===== src/rtl/seg_scan_decoder.sv =====
// Samples a multiplexed 3-digit 7-segment display and reassembles the shown number.
// Each digit slot is captured once per stable dwell; a full H/T/O frame yields one 8-bit value.
module seg_scan_decoder #(
    parameter int STABLE_CYCLES = 4
) (
    input  logic       clk,
    input  logic       rst_n,
    input  logic [6:0] seg_in,
    input  logic [3:0] dig_n,
    output logic [7:0] value,
    output logic       value_valid,
    input  logic       value_ready,
    output logic       frame_err,
    output logic       overrun
);

    typedef enum logic [1:0] {
        WAIT_H = 2'd0,
        GOT_H  = 2'd1,
        GOT_T  = 2'd2
    } state_t;

    localparam logic [1:0] SLOT_H    = 2'd0;
    localparam logic [1:0] SLOT_T    = 2'd1;
    localparam logic [1:0] SLOT_O    = 2'd2;
    localparam logic [1:0] SLOT_NONE = 2'd3;

    localparam logic [7:0] CNT_LAST = 8'(STABLE_CYCLES - 1);
    localparam logic [7:0] CNT_PRE  = 8'(STABLE_CYCLES - 2);

    // {valid, digit}; valid=0 for any pattern that is not a decimal digit
    function automatic logic [4:0] seg_to_bcd(input logic [6:0] s);
        case (s)
            7'b1111110: return 5'h10;
            7'b0110000: return 5'h11;
            7'b1101101: return 5'h12;
            7'b1111001: return 5'h13;
            7'b0110011: return 5'h14;
            7'b1011011: return 5'h15;
            7'b1011111: return 5'h16;
            7'b1110000: return 5'h17;
            7'b1111111: return 5'h18;
            7'b1110011: return 5'h19;
            default:    return 5'h00;
        endcase
    endfunction

    logic [6:0]  seg_s1_reg, seg_s2_reg;
    logic [3:0]  dig_s1_reg, dig_s2_reg;
    logic [10:0] prev_reg;
    logic [7:0]  count_reg;
    logic        cap_reg;
    logic [1:0]  cap_slot_reg;
    logic [6:0]  cap_seg_reg;
    logic [3:0]  h_reg, t_reg;
    state_t      state_reg, state_next;

    logic        same;
    logic [1:0]  slot;
    logic        cap_next;
    logic [4:0]  cap_bcd;
    logic        cap_valid;
    logic [3:0]  cap_digit;
    logic        store_h, store_t, seq_err, complete;
    logic [9:0]  frame_sum;
    logic        good;
    logic        err_evt;

    assign same     = ({dig_s2_reg, seg_s2_reg} == prev_reg);
    assign cap_next = same && (count_reg == CNT_PRE) && (slot != SLOT_NONE);

    always_comb begin
        slot = SLOT_NONE;
        case (dig_s2_reg)
            4'b1011: slot = SLOT_H;
            4'b1101: slot = SLOT_T;
            4'b1110: slot = SLOT_O;
            default: slot = SLOT_NONE;
        endcase
    end

    // Synchronizer, stability counter and one-shot capture register
    always_ff @(posedge clk) begin
        if (!rst_n) begin
            seg_s1_reg   <= 7'h00;
            seg_s2_reg   <= 7'h00;
            dig_s1_reg   <= 4'hF;
            dig_s2_reg   <= 4'hF;
            prev_reg     <= {4'hF, 7'h00};
            count_reg    <= 8'd0;
            cap_reg      <= 1'b0;
            cap_slot_reg <= SLOT_NONE;
            cap_seg_reg  <= 7'h00;
        end else begin
            seg_s1_reg <= seg_in;
            seg_s2_reg <= seg_s1_reg;
            dig_s1_reg <= dig_n;
            dig_s2_reg <= dig_s1_reg;
            prev_reg   <= {dig_s2_reg, seg_s2_reg};
            if (!same) begin
                count_reg <= 8'd0;
            end else if (count_reg != CNT_LAST) begin
                count_reg <= count_reg + 8'd1;
            end
            cap_reg <= cap_next;
            if (cap_next) begin
                cap_slot_reg <= slot;
                cap_seg_reg  <= seg_s2_reg;
            end
        end
    end

    assign cap_bcd   = seg_to_bcd(cap_seg_reg);
    assign cap_valid = cap_bcd[4];
    assign cap_digit = cap_bcd[3:0];

    always_ff @(posedge clk) begin
        if (!rst_n) begin
            state_reg <= WAIT_H;
        end else begin
            state_reg <= state_next;
        end
    end

    always_comb begin
        state_next = state_reg;
        if (cap_reg) begin
            if (!cap_valid) begin
                state_next = WAIT_H;
            end else begin
                case (state_reg)
                    WAIT_H: if (cap_slot_reg == SLOT_H) state_next = GOT_H;
                    GOT_H: begin
                        if (cap_slot_reg == SLOT_T)      state_next = GOT_T;
                        else if (cap_slot_reg == SLOT_O) state_next = WAIT_H;
                    end
                    GOT_T:   state_next = WAIT_H;
                    default: state_next = WAIT_H;
                endcase
            end
        end
    end

    always_comb begin
        store_h  = 1'b0;
        store_t  = 1'b0;
        seq_err  = 1'b0;
        complete = 1'b0;
        if (cap_reg) begin
            if (!cap_valid) begin
                seq_err = 1'b1;
            end else begin
                case (state_reg)
                    WAIT_H: store_h = (cap_slot_reg == SLOT_H);
                    GOT_H: begin
                        store_h = (cap_slot_reg == SLOT_H);
                        store_t = (cap_slot_reg == SLOT_T);
                        seq_err = (cap_slot_reg == SLOT_O);
                    end
                    GOT_T: begin
                        complete = (cap_slot_reg == SLOT_O);
                        seq_err  = (cap_slot_reg != SLOT_O);
                    end
                    default: seq_err = 1'b1;
                endcase
            end
        end
    end

    // 999 is the largest possible sum, so 10 bits never overflow
    assign frame_sum = 10'(h_reg) * 10'd100 + 10'(t_reg) * 10'd10 + 10'(cap_digit);
    assign good      = complete && (frame_sum <= 10'd255);
    assign err_evt   = seq_err || (complete && !good);

    always_ff @(posedge clk) begin
        if (!rst_n) begin
            h_reg       <= 4'd0;
            t_reg       <= 4'd0;
            value       <= 8'h00;
            value_valid <= 1'b0;
            frame_err   <= 1'b0;
            overrun     <= 1'b0;
        end else begin
            if (store_h) h_reg <= cap_digit;
            if (store_t) t_reg <= cap_digit;
            frame_err <= err_evt;
            overrun   <= good && value_valid && !value_ready;
            if (good && (!value_valid || value_ready)) begin
                value       <= frame_sum[7:0];
                value_valid <= 1'b1;
            end else if (value_valid && value_ready) begin
                value_valid <= 1'b0;
            end
        end
    end

endmodule


===== config.mk =====
export PLATFORM = sky130hd
export DESIGN_NAME = seg_scan_decoder
export DESIGN_NICKNAME = d
export VERILOG_FILES = /design/src/rtl/seg_scan_decoder.sv
export SDC_FILE = /design/constraint.sdc
export NUM_CORES = 1
export LEC_CHECK = 0
export CORE_MARGIN = 3
export CORE_UTILIZATION = 58
export CTS_CLUSTER_SIZE = 24
export DETAILED_ROUTE_END_ITERATION = 6
export MAX_ROUTING_LAYER = met4
export PLACE_DENSITY = 0.77
export SETUP_SLACK_MARGIN = 0.2
export SYNTH_ARGS = -nofsm -noshare
export SYNTH_HDL_FRONTEND = slang
export SYNTH_SLANG_ARGS = --single-unit

===== constraint.sdc =====
create_clock -name clk -period 4.7 [get_ports clk]
set_clock_uncertainty 0.1 [all_clocks]
set_input_delay 0.705 -clock clk [delete_from_list [all_inputs] [get_ports clk]]
set_output_delay 0.705 -clock clk [all_outputs]
set_load 0.03 [all_outputs]

==> results.py <==
metrics = {
    "status": {
        "status": "complete, no violations",
    },
    "synth": {
        "yosysTopAreaCell": "dfxtp_1",
        "netlist_area_sq_um": 3520,
        "synthXorXnorAreaFrac_pct": 6.97,
        "netlist.area_leader.share_pct": 41.0,
        "ys_warn_count": 0,
        "ys_seq_area_share_pct": 41.0,
        "synth_compound_area_share_pct": 11.0,
        "synth_edf_count": 0,
        "yosys.area_share.adder_pct": 12.8,
        "synth_area_leaders": "dfxtp_1, ha_1, xnor2_1, and2_1, a21oi_1",
        "yosysUniqueCellTypes": 46,
        "synth-simple-area-share_pct": 21.0,
        "synthCells": 377,
        "synthMuxAreaShare_pct": 2.85,
        "ys_seq_elements": 72,
        "async_reset_ff_share_pct": 0,
        "synth_top_family_by_area": "simple AND/OR/NAND/NOR gates",
        "syn_area_per_cell_sq_um": 9.33,
        "synth.net_count": 424,
        "ys.flop_type": "dfxtp_1",
    },
    "sta": {
        "report.final.slew_viol_count": 0,
        "tightest_slew_ps": 716,
        "slew_headroom_pct": 52.2,
        "setup_viol_count_final": 0,
        "timing.final.crit_share_pct": 86.6,
        "timing_hold_violations_final": 0,
        "grt_setup_unrepaired": "no",
        "timing.fmax_mhz": 246,
        "period_needed_ps": 4070,
        "fin_tns_setup_ps": 0,
        "fin_ws_ps": 631,
    },
    "layout": {
        "nFillCells": 460,
        "layout-drive-gt1-share_pct": 5.42,
        "fin_util_pct": 70.6,
        "largest_reg_flops": 11,
        "antenna_cells": 0,
        "syn_to_final_growth_pct": 13.9,
        "most-common-layout-cells": "dfxtp_1, a21oi_1, ha_1",
        "final_nets": 448,
        "final_common_cell": "dfxtp_1",
    },
    "critical_path": {
        "cp.arrival_ps": 4240,
        "cp-start-kind": "flop",
        "reg2reg_slack_ps": 630,
        "critPathCaptureType": "flop",
        "slowest_delay_ps": 520,
        "cp_cell_sequence": "or3b_1 -> a211o_1 -> nand3_2 -> inv_2 -> fa_1 -> inv_1 -> ha_1 -> fa_1 -> a21oi_1 -> o211a_1 -> xor2_1 -> o211ai_1 -> or4_1 -> a21oi_1",
        "cp.required_ps": 4880,
        "worstPathMaxFanout": 10,
        "critPathSlowestCell": "or4_1",
        "worstSetupPathType": "reg2reg",
    },
    "routing": {
        "dr.pass1.iters": 4,
        "drc": 0,
        "drtAntennaViolNets": 0,
        "wl_met1_mm": 2.95,
        "vias": 2635,
        "top_layer": "met4",
        "drt_iter0_markers": 136,
        "met2_length_mm": 3.12,
        "vias_per_cell": 5.51,
        "wl_met3_microns": 216,
        "drt_wl_total_mm": 6.50,
        "avgRoutedWirePerCell_microns": 13.6,
    },
    "cts": {
        "cts_tree": "done",
        "postCtsSetupRepairBufs": 0,
        "cts_root_buf": "clkbuf_8",
        "cts.repair.resized": 0,
        "htreeDepth": 3,
        "cts_hold_buf": 0,
        "cts_made_buffers": 9,
        "clkTransAtPathRegs_ps": 70,
        "clkSinkCount": 72,
        "insertion_delay_ps": 350,
        "clk_path_buf_depth": 2,
    },
    "placed_design": {
        "hpwl_mm": 4.92,
        "pre_cts_ws_ps": 660,
        "portBuffers": 24,
        "gp_congestion": 0.844,
    },
    "pwr": {
        "sw_frac_of_total_pct": 21.8,
        "p_leak_nw": 1.63,
        "p_sw_w": 0.000252,
        "seqPwrFrac_pct": 54.4,
        "power_frac_comb_pct": 3.5,
        "ir_drop_mv": 0.338,
        "internal_power_w": 0.000903,
        "p_clk_share_pct": 42.0,
        "power_density_nw_per_um2": 288,
    },
    "grt": {
        "grt_pass1_vias": 2603,
        "grt-ovfl-total": 0,
        "grt_usage_pct": 21.0,
        "grt_start_max_net_pins": 25,
        "grt_pass1_wl_mm": 11.6,
        "antenna_found_initial": 0,
    },
    "hold_path": {
        "hold_class": "reg2reg",
    },
    "die": {
        "rows": 27,
        "dieArea_sq_um": 7030,
        "die_w_microns": 83.9,
        "io_pins": 25,
        "die_h_microns": 83.9,
        "start_util_pct": 62.0,
        "core_region_area_sq_um": 5680,
    },
    "run": {
        "drv_cap": 0,
    },
}
==> cell families (layout without fill, tap and decap cells) <==
| kind of cell | Yosys count | in the layout |
|---|---|---|
| fa+ha+maj | 33 | 33 |
| simple gates | 133 | 133 |
| flops | 72 | 72 |
| buf+inv | 39 | 68 |
| mux | 10 | 10 |
| compound gates | 62 | 62 |
| xor+xnor | 28 | 28 |
==> through the flow <==
stage	instance area [sq um]	power, W	cells	hold slack (ps)
global route	4010	0.00120	478	336
detailed placement	3810	0.000685	462	299
CTS	4010	0.00117	478	317
floorplan	3520	0.000666	377	286
global placement	3810	0.000683	462	288
finish	4010	0.00116	478	312
==> synthesized netlist by cell type (3+ instances only) <==
master,count
dfxtp_1,72
nand2_1,11
o21ai_0,12
and3_1,6
nor2_1,26
mux2i_1,10
clkbuf_1,10
or3_1,4
nand4_1,6
ha_1,28
o211ai_1,3
xor2_1,9
nand2b_1,13
a21oi_1,29
nor3_1,5
inv_1,25
nor3b_1,4
xnor2_1,19
nor2b_1,5
fa_1,5
and2_1,24
nand3_1,20
==> routing by layer <==
metal	track usage, %	vias to the layer above
li1	-	1340
met1	24.4	1219
met2	33.3	53
met3	4.15	23
met4	13.0	0
met5	-	-
==> power by group through the flow <==
stage | clock, W | combinational [W] | sequential (W)
4_1_cts | 0.000496 | 0.0000417 | 0.000629
3_5_place_dp | 0 | 0.0000416 | 0.000643
6_report | 0.000485 | 0.0000407 | 0.000629
2_1_floorplan | 0 | 0.0000249 | 0.000641
3_3_place_gp | 0 | 0.0000403 | 0.000643
5_1_grt | 0.000525 | 0.0000455 | 0.000630
==> worst max-delay path: cells and delay by family, from the launching register on <==
family                   cells  cell delay (ps)
buffers and inverters        2              110
AO/OA/AOI/OAI                5             1010
AND/OR/NAND/NOR              3             1000
flip-flops                   1              470
adder cells (fa/ha/maj)      3             1090
XOR/XNOR                     1              220
==> cell type report <==
type	count	area, sq um	share of cell area (%)
Sequential cell	72	1440	36.0
Clock buffer	11	141	3.53
Multi-Input combinational cell	266	1920	48.0
Tap cell	72	90.1	2.25
Clock inverter	5	56.3	1.41
Timing Repair Buffer	26	255	6.37
Inverter	26	97.6	2.44
==> path summary, 6_finish.rpt <==
kind                  startpoint            end  cells after the start
hold reg to reg    dig_s1_reg[0]  dig_s2_reg[0]                      1
hold / removal     dig_s1_reg[0]  dig_s2_reg[0]                      1
setup reg to reg  cap_seg_reg[5]       value[5]                     14
setup / recovery  cap_seg_reg[5]       value[5]                     14
Power figures use the tool's default switching activity.
